## config.mk

```make
export PLATFORM = sky130hd
export DESIGN_NAME = psdsqrt_ctrl_flat
export DESIGN_NICKNAME = d
export VERILOG_FILES = /design/src/rtl/psdsqrt_pkg.sv /design/src/rtl/psdsqrt_ctrl_if.sv /design/src/rtl/psdsqrt_ctrl.sv /design/src/flat_wrapper.sv
export SDC_FILE = /design/constraint.sdc
export NUM_CORES = 1
export LEC_CHECK = 0
export CAP_MARGIN = 20
export CORE_ASPECT_RATIO = 1.4
export CORE_MARGIN = 5
export CORE_UTILIZATION = 43
export CTS_BUF_LIST = sky130_fd_sc_hd__clkbuf_4 sky130_fd_sc_hd__clkbuf_8 sky130_fd_sc_hd__clkbuf_16
export DETAILED_ROUTE_END_ITERATION = 7
export HOLD_SLACK_MARGIN = 0.08
export PLACE_DENSITY_LB_ADDON = 0.3
export SYNTH_ARGS = -nofsm -noshare
export SYNTH_HDL_FRONTEND = slang
export SYNTH_SLANG_ARGS = --single-unit
```

## constraint.sdc

```tcl
create_clock -name clock -period 3.9 [get_ports clock]
set_input_delay 0.585 -clock clock [delete_from_list [all_inputs] [get_ports clock]]
set_output_delay 0.585 -clock clock [all_outputs]
set_load 0.005 [all_outputs]
```

## src/rtl/psdsqrt_pkg.sv

```systemverilog
// Shared definitions for the square-root sequencer: FSM states, default
// widths and a reference integer square root usable by RTL and benches.
package psdsqrt_pkg;

    localparam int NITER_DEF = 16;
    localparam int XW_DEF    = 32;
    localparam int RW_DEF    = 16;

    typedef enum logic [2:0] {
        IDLE    = 3'd0,
        START   = 3'd1,
        RUN     = 3'd2,
        STOP    = 3'd3,
        CAPTURE = 3'd4,
        HOLD    = 3'd5
    } state_e;

    // Digit-by-digit floor(sqrt(x)) for a 32-bit operand.
    function automatic logic [15:0] ref_sqrt(input logic [31:0] x);
        logic [31:0] op;
        logic [31:0] res;
        logic [31:0] one;
        op  = x;
        res = '0;
        one = 32'h4000_0000;
        for (int i = 0; i < 16; i++) begin
            if (op >= res + one) begin
                op  = op - (res + one);
                res = (res >> 1) + one;
            end else begin
                res = res >> 1;
            end
            one = one >> 2;
        end
        return res[15:0];
    endfunction

endpackage

```

## src/rtl/psdsqrt_ctrl_if.sv

```systemverilog
// Request/response valid-ready bundle between system logic and the
// square-root sequencer; slave is the controller side.
interface psdsqrt_ctrl_if #(
    parameter int XW = 32,
    parameter int RW = 16
) ();
    logic          req_valid;
    logic          req_ready;
    logic [XW-1:0] req_x;
    logic          rsp_valid;
    logic          rsp_ready;
    logic [RW-1:0] rsp_sqrt;
    logic [XW-1:0] rsp_x;

    modport slave (
        input  req_valid, req_x, rsp_ready,
        output req_ready, rsp_valid, rsp_sqrt, rsp_x
    );

    modport master (
        output req_valid, req_x, rsp_ready,
        input  req_ready, rsp_valid, rsp_sqrt, rsp_x
    );
endinterface

```

## src/rtl/psdsqrt_ctrl.sv

```systemverilog
// Sequencer for the iterative square-root core: accepts one operand, pulses
// start/stop NITER+1 cycles apart, captures the root and holds it for the consumer.
module psdsqrt_ctrl
    import psdsqrt_pkg::*;
#(
    parameter int NITER = NITER_DEF,
    parameter int XW    = XW_DEF,
    parameter int RW    = RW_DEF
) (
    input  logic          clock,
    input  logic          reset,
    psdsqrt_ctrl_if.slave bus,
    output logic          core_start,
    output logic          core_stop,
    output logic [XW-1:0] core_xin,
    input  logic [RW-1:0] core_sqrt,
    output logic [15:0]   ops_done
);

    localparam int            CW       = (NITER > 1) ? $clog2(NITER) : 1;
    localparam logic [CW-1:0] CNT_LOAD = CW'(NITER - 1);

    state_e        state_q, state_d;
    logic [CW-1:0] cnt_q, cnt_d;
    logic [XW-1:0] x_q;
    logic [RW-1:0] sqrt_q;
    logic [15:0]   ops_q;
    logic          idle_ready;
    logic          hold_valid;
    logic          req_fire;
    logic          rsp_fire;

    assign req_fire = (state_q == IDLE) && bus.req_valid;
    assign rsp_fire = (state_q == HOLD) && bus.rsp_ready;

    // NOTE: every signal driven here gets a default first, so no path can infer a latch.
    always_comb begin
        state_d    = state_q;
        cnt_d      = cnt_q;
        core_start = 1'b0;
        core_stop  = 1'b0;
        idle_ready = 1'b0;
        hold_valid = 1'b0;
        case (state_q)
            IDLE: begin
                idle_ready = 1'b1;
                if (bus.req_valid) state_d = START;
            end
            START: begin
                core_start = 1'b1;
                cnt_d      = CNT_LOAD;
                state_d    = RUN;
            end
            RUN: begin
                // Counter reaches zero on the NITER-th RUN cycle.
                if (cnt_q == '0) state_d = STOP;
                else             cnt_d   = cnt_q - CW'(1);
            end
            STOP: begin
                core_stop = 1'b1;
                state_d   = CAPTURE;
            end
            CAPTURE: state_d = HOLD;
            HOLD: begin
                hold_valid = 1'b1;
                if (bus.rsp_ready) state_d = IDLE;
            end
            default: state_d = IDLE;
        endcase
    end

    // NOTE: state and datapath registers use non-blocking assignments and
    // share one synchronous reset; the operand register doubles as rsp_x.
    always_ff @(posedge clock) begin
        if (reset) begin
            state_q <= IDLE;
            cnt_q   <= '0;
            x_q     <= '0;
            sqrt_q  <= '0;
            ops_q   <= '0;
        end else begin
            state_q <= state_d;
            cnt_q   <= cnt_d;
            if (req_fire)            x_q    <= bus.req_x;
            if (state_q == CAPTURE)  sqrt_q <= core_sqrt;
            if (rsp_fire)            ops_q  <= ops_q + 16'd1;
        end
    end

    // Ready is masked during reset so a request raised under reset is never seen.
    assign bus.req_ready = idle_ready & ~reset;
    assign bus.rsp_valid = hold_valid;
    assign bus.rsp_sqrt  = sqrt_q;
    assign bus.rsp_x     = x_q;
    assign core_xin      = x_q;
    assign ops_done      = ops_q;

endmodule
```

## src/flat_wrapper.sv

```systemverilog
// flat-port wrapper written by rule: the top's interface ports become plain ports
module psdsqrt_ctrl_flat import psdsqrt_pkg::*;
#(
    parameter int NITER = NITER_DEF,
    parameter int XW    = XW_DEF,
    parameter int RW    = RW_DEF
)
  (clock, reset, core_start, core_stop, core_xin, core_sqrt, ops_done, bus_req_valid, bus_req_x, bus_rsp_ready, bus_req_ready, bus_rsp_valid, bus_rsp_sqrt, bus_rsp_x);
  psdsqrt_ctrl_if #(.XW(XW), .RW(RW)) bus_i ();
  input  logic clock;
  input  logic reset;
  output logic core_start;
  output logic core_stop;
  output logic [XW-1:0] core_xin;
  input  logic [RW-1:0] core_sqrt;
  output logic [15:0] ops_done;
  input wire logic [$bits(bus_i.req_valid)-1:0] bus_req_valid;
  input wire logic [$bits(bus_i.req_x)-1:0] bus_req_x;
  input wire logic [$bits(bus_i.rsp_ready)-1:0] bus_rsp_ready;
  output wire logic [$bits(bus_i.req_ready)-1:0] bus_req_ready;
  output wire logic [$bits(bus_i.rsp_valid)-1:0] bus_rsp_valid;
  output wire logic [$bits(bus_i.rsp_sqrt)-1:0] bus_rsp_sqrt;
  output wire logic [$bits(bus_i.rsp_x)-1:0] bus_rsp_x;
  assign bus_i.req_valid = bus_req_valid;
  assign bus_i.req_x = bus_req_x;
  assign bus_i.rsp_ready = bus_rsp_ready;
  assign bus_req_ready = bus_i.req_ready;
  assign bus_rsp_valid = bus_i.rsp_valid;
  assign bus_rsp_sqrt = bus_i.rsp_sqrt;
  assign bus_rsp_x = bus_i.rsp_x;
  psdsqrt_ctrl #(.NITER(NITER), .XW(XW), .RW(RW)) u_core (.clock(clock), .reset(reset), .bus(bus_i), .core_start(core_start), .core_stop(core_stop), .core_xin(core_xin), .core_sqrt(core_sqrt), .ops_done(ops_done));
endmodule
```

-- Yosys cells after proc, flatten, opt, wreduce, memory -nomap -nowiden
Cells that the tools add are included.
- register bits after elaboration: 71
- output and inout port bits: 100
- word-level logic and storage cells: 35
- $add $sub $neg: 2
- equality and inequality tests: 9
- mux-type cells: 10
- bitwise logic cells: 2
- reductions and logical operators: 7
- operators with widths (kind ; number):
    3-bit one-hot mux with 6 select lines ; 1
    16-bit by 1-bit adder with 16-bit output (second input constant) ; 1
    3-bit two-way mux ; 3
    4-bit one-hot mux with 2 select lines ; 1
    3-bit by 2-bit == test with 1-bit output (second input constant) ; 2
    3-bit == test (second input constant) ; 2
    2-bit != test (second input constant) ; 3
    4-bit zero test ; 1
    1-bit two-way mux ; 4
    4-bit two-way mux ; 1
    4-bit by 1-bit subtractor with 4-bit output (second input constant) ; 1
    3-bit by 1-bit == test with 1-bit output (second input constant) ; 1
    3-bit zero test ; 1
    3-bit AND reduction ; 1
    1-bit logical AND ; 2
    2-bit by 1-bit != test with 1-bit output (second input constant) ; 1
    2-bit AND reduction ; 1
    2-bit nonzero test ; 1
    1-bit AND ; 1
    1-bit inverter ; 1

-- Depth between registers and ports, before layout
- word-level depth: 3
- mapped depth: 7
- mapped depth without buffers: 6

-- Worst setup path before layout
OpenSTA, ideal clock, no wires.
- path type: input -> register
- start point: in bus_rsp_ready
- end point: reg u_core.ops_q[10] (netlist: u_core.ops_done[10])
- setup time: 70 ps
- arrival: 1803 ps
- setup slack: 2026 ps
- stages on the path: 5
- path buffers: 1
- path through: nand4b_4 or4_1 clkbuf_2 or3_1 a21oi_1
- longest elaborated chain between the ends: 1
- ends and longest elaborated chain (item ; line ; text):
    start: declaration ; flat_wrapper.sv:19 ; input wire logic [$bits(bus_i.rsp_ready)-1:0] bus_rsp_ready;
    1-bit logical AND ; psdsqrt_ctrl.sv:34 ; assign rsp_fire = (state_q == HOLD) && bus.rsp_ready;
    end signal: assignment ; psdsqrt_ctrl.sv:86 ; if (rsp_fire) ops_q <= ops_q + 16'd1;
    end: declaration ; psdsqrt_ctrl.sv:27 ; logic [15:0] ops_q;
No other way between the ends.
A chain may end at the register's enable or synchronous reset.

-- Worst setup path after layout
- start point: reg u_core.state_q[0]
- end point: out core_start
- longest elaborated chain between the ends: 2
- ends and longest elaborated chain (item ; line ; text):
    start: declaration ; psdsqrt_ctrl.sv:23 ; state_e state_q, state_d;
    start signal: assignment ; psdsqrt_ctrl.sv:82 ; state_q <= state_d;
    3-bit by 1-bit == test with 1-bit output ; psdsqrt_ctrl.sv:44 ; case (state_q)
    1-bit two-way mux ; psdsqrt_ctrl.sv:44 ;
    end: declaration ; flat_wrapper.sv:12 ; output logic core_start;
No other way between the ends.

==> impl_metrics.csv <==
group,metric,value,unit
outcome,status,"finished, final reports clean",
floorplanning,core_area,6890,um2
cells_and_area,design_area,4560,um2
grt,gr-total-overflow,0,
floorplanning,die_h,109,um
cts,cts_resized,0,
placement,dpl_cell_area,4300,um2
detailed_routing,drt_iter0_markers,151,
critical_path,path_max_fanout,13,
pwr,p_leak,1.61,nW
hold_path,hp-class,"flop to flop",
cells_and_area,final_cells,589,
critical_path,slowest_stage,"dfxtp_1",
cts,clk_path_buf_depth,2,
pwr,combinationalPowerShare,27.0,%
grt,antenna_found_initial,0,
critical_path,arrival,1.96,ns
logic_synthesis,synth_edf_count,0,
detailed_routing,first_pass_iters,4,
cts,cts_tree,"done",
critical_path,crit_path_end_kind,"primary output",
critical_path,worstSetupPathType,"flop to primary output",
logic_synthesis,yosys_register_bits,71,
sta,fin_worst_skew,0.00725,ns
pwr,p_clk_share,31.5,%
placement,gp_congestion,0.788,
floorplanning,die_area,8760,um2
logic_synthesis,syn_inst,380,
sta,finalSetupViolCount,0,
logic_synthesis,synth.distinct_cells,33,
logic_synthesis,async_flop_share,0,%
detailed_routing,vias,2872,
cells_and_area,fill_cells,583,
sta,grt_setup_unrepaired,"no",
sta,max-slew-margin-rel,30.0,%
grt,grt_max_degree,71,
cells_and_area,drive_gt1_share,4.25,%
cells_and_area,layout_common_cells,"clkdlybuf4s50_1, nand2_1, dfxtp_1, a21oi_1, nor2_1",
critical_path,cp_slowest_stage_delay,0.63,ns
detailed_routing,vias_per_cell,4.88,
sta,fin_crit_sh,65.2,%
pwr,p_int,1.53,mW
logic_synthesis,syn_area,2990,um2
grt,grt_pass1_wl,12900,um
cts,insertion_delay,0.35,ns
logic_synthesis,ys_dominant_reg_cell,"dfxtp_1",
grt,use_met1,19.2,%
logic_synthesis,avgSynthCellArea,7.88,um2
cts,post_cts_buffers,0,
pwr,switching_share,28.1,%
floorplanning,start_util,43.4,%
grt,grtUsageMet3,7.27,%
cts,cts_inserted_buffers,9,
cts,numClockSinks,71,
sta,final_max_slew_viol_count,0,
cells_and_area,nNetsFinal,543,
detailed_routing,wirelength,8240,um
cts,ctsHoldBuffers,0,
grt,grt_usage,19.1,%
placement,numPortBuffers,151,
sta,worst_slack,1.36,ns
grt,top_usage_layer,"met2",
pwr,p_sw,0.600,mW
detailed_routing,avgRoutedWirePerCell,14.0,um
detailed_routing,final_antenna_net_count,0,
cells_and_area,area_growth_syn_to_layout,52.2,%
run,maxCapViolCount,0,
sta,fmax,393,MHz
sta,final_hold_viol_count,0,
pwr,powerDensity,468,nW/um2
grt,use_met2,33.5,%
placement,dp_hpwl,6000,um
pwr,worst_ir_drop_vdd,0.000302,V
floorplanning,die_w,80.5,um
grt,grt_pass1_vias,2782,
logic_synthesis,yosysWarningCount,0,
critical_path,required,3.31,ns
detailed_routing,route.detailed.drc,0,
cts,htree_levels,3,
floorplanning,io-pin-count,152,
cells_and_area,layout_commonest_cell,"clkdlybuf4s50_1",
cells_and_area,n_antenna_cell,0,
cts,clk_pin_slew,0.08,ns
critical_path,worstPathCellList,"nor3b_1, clkdlybuf4s50_1",
sta,fin_crit,2.54,ns
sta,tns,0,ns
cts,clockRootBuffer,"clkbuf_8",
floorplanning,num_rows,36,
pwr,finalPower,2.13,mW
logic_synthesis,ys_seq_area_share,47.5,%
placement,place_ws,1.36,ns
pwr,seqPwrFrac,41.5,%
critical_path,startpoint_type,"flop",
logic_synthesis,synth.net_count,434,
placement,dp.cells,572,
sta,tightest_slew,1.05,ns
==> worst paths after layout <==
check / startpoint / end / slack (ns) / cells past startpoint
setup reg to reg: u_core.state_q[2]$_SDFFE_PP0P_ / u_core.ops_done[12]$_SDFFE_PP0P_ / 1.77 / 4
hold reg to reg: u_core.bus.rsp_sqrt[10]$_SDFFE_PP0N_ / u_core.bus.rsp_sqrt[10]$_SDFFE_PP0N_ / 0.46 / 2
hold / removal: u_core.bus.rsp_sqrt[10]$_SDFFE_PP0N_ / u_core.bus.rsp_sqrt[10]$_SDFFE_PP0N_ / 0.46 / 2
setup / recovery: u_core.state_q[0]$_SDFFE_PP0P_ / core_start / 1.36 / 2
==> critical path: cells and delay by family, from the launching register on <==
family        cells  cell delay, ns
simple gates      1            0.41
flops             1            0.63
buf+inv           1            0.58
==> power by group through the flow <==
stage / clock, mW / sequential, mW / combinational [mW]
after floorplan: 0 / 0.878 / 0.324
after global placement: 0 / 0.897 / 0.546
after detailed placement: 0 / 0.902 / 0.562
after CTS: 0.687 / 0.886 / 0.565
after global routing: 0.724 / 0.902 / 0.633
final: 0.672 / 0.886 / 0.575
==> cells in the mapped netlist, types with 2 or more instances <==
library cell / number / area [um2]
nor3b_1: 2 / 15.0
o31ai_1: 2 / 15.0
dfxtp_1: 71 / 1420
or3_1: 8 / 50.1
xor2_1: 2 / 17.5
nor3_1: 5 / 25.0
nor2_1: 14 / 52.6
and2_1: 3 / 18.8
nand3_1: 4 / 20.0
ha_1: 2 / 25.0
or4_1: 2 / 15.0
inv_1: 10 / 37.5
buf_4: 32 / 240
nand4_1: 4 / 25.0
clkbuf_1: 22 / 82.6
a21oi_1: 60 / 300
nand2_1: 109 / 409
xnor2_1: 6 / 52.6
o21ai_0: 8 / 40.0
==> state kept, by name, summed over array words and instances (netlist names) <==
register / count
u_core.bus.rsp_x: 32
u_core.bus.rsp_sqrt: 16
u_core.ops_done: 16
u_core.cnt_q: 4
u_core.state_q: 3
==> metal layers <==
layer	up-vias	share of wire, %
met1	1300	37
li1	1438	-
met5	-	0
met2	118	50
met3	16	11
met4	0	2.6
==> kinds of logic (layout without fill, tap and decap cells) <==
group,after synthesis,count (layout),share of synthesized area (%)
buf+inv,65,179,12.2
xor+xnor,8,8,2.34
compound gates,76,76,13.6
flops,71,71,47.5
fa+ha+maj,2,2,0.836
simple gates,157,157,23.2
mux,1,1,0.376
==> area by class of cell <==
class	count	area (um2)	area share, %
well taps	95	119	2.61
flip-flops and latches	71	1420	31.2
clock buffers	11	151	3.32
clock inverters	5	80.1	1.76
repair buffers	153	1540	33.8
inverters	10	37.5	0.823
multi-input cells	244	1210	26.5
==> per-stage QoR <==
| stage | utilization [%] | hold WS, ns |
|---|---|---|
| finish | 66.1 | 0.455 |
| global route | 66.1 | 0.475 |
| CTS | 65.7 | 0.458 |
| detailed placement | 62.4 | 0.449 |
| global placement | 62.4 | 0.441 |
| floorplan | - | 0.453 |
Note: power is estimated with default switching activity, not from simulation.
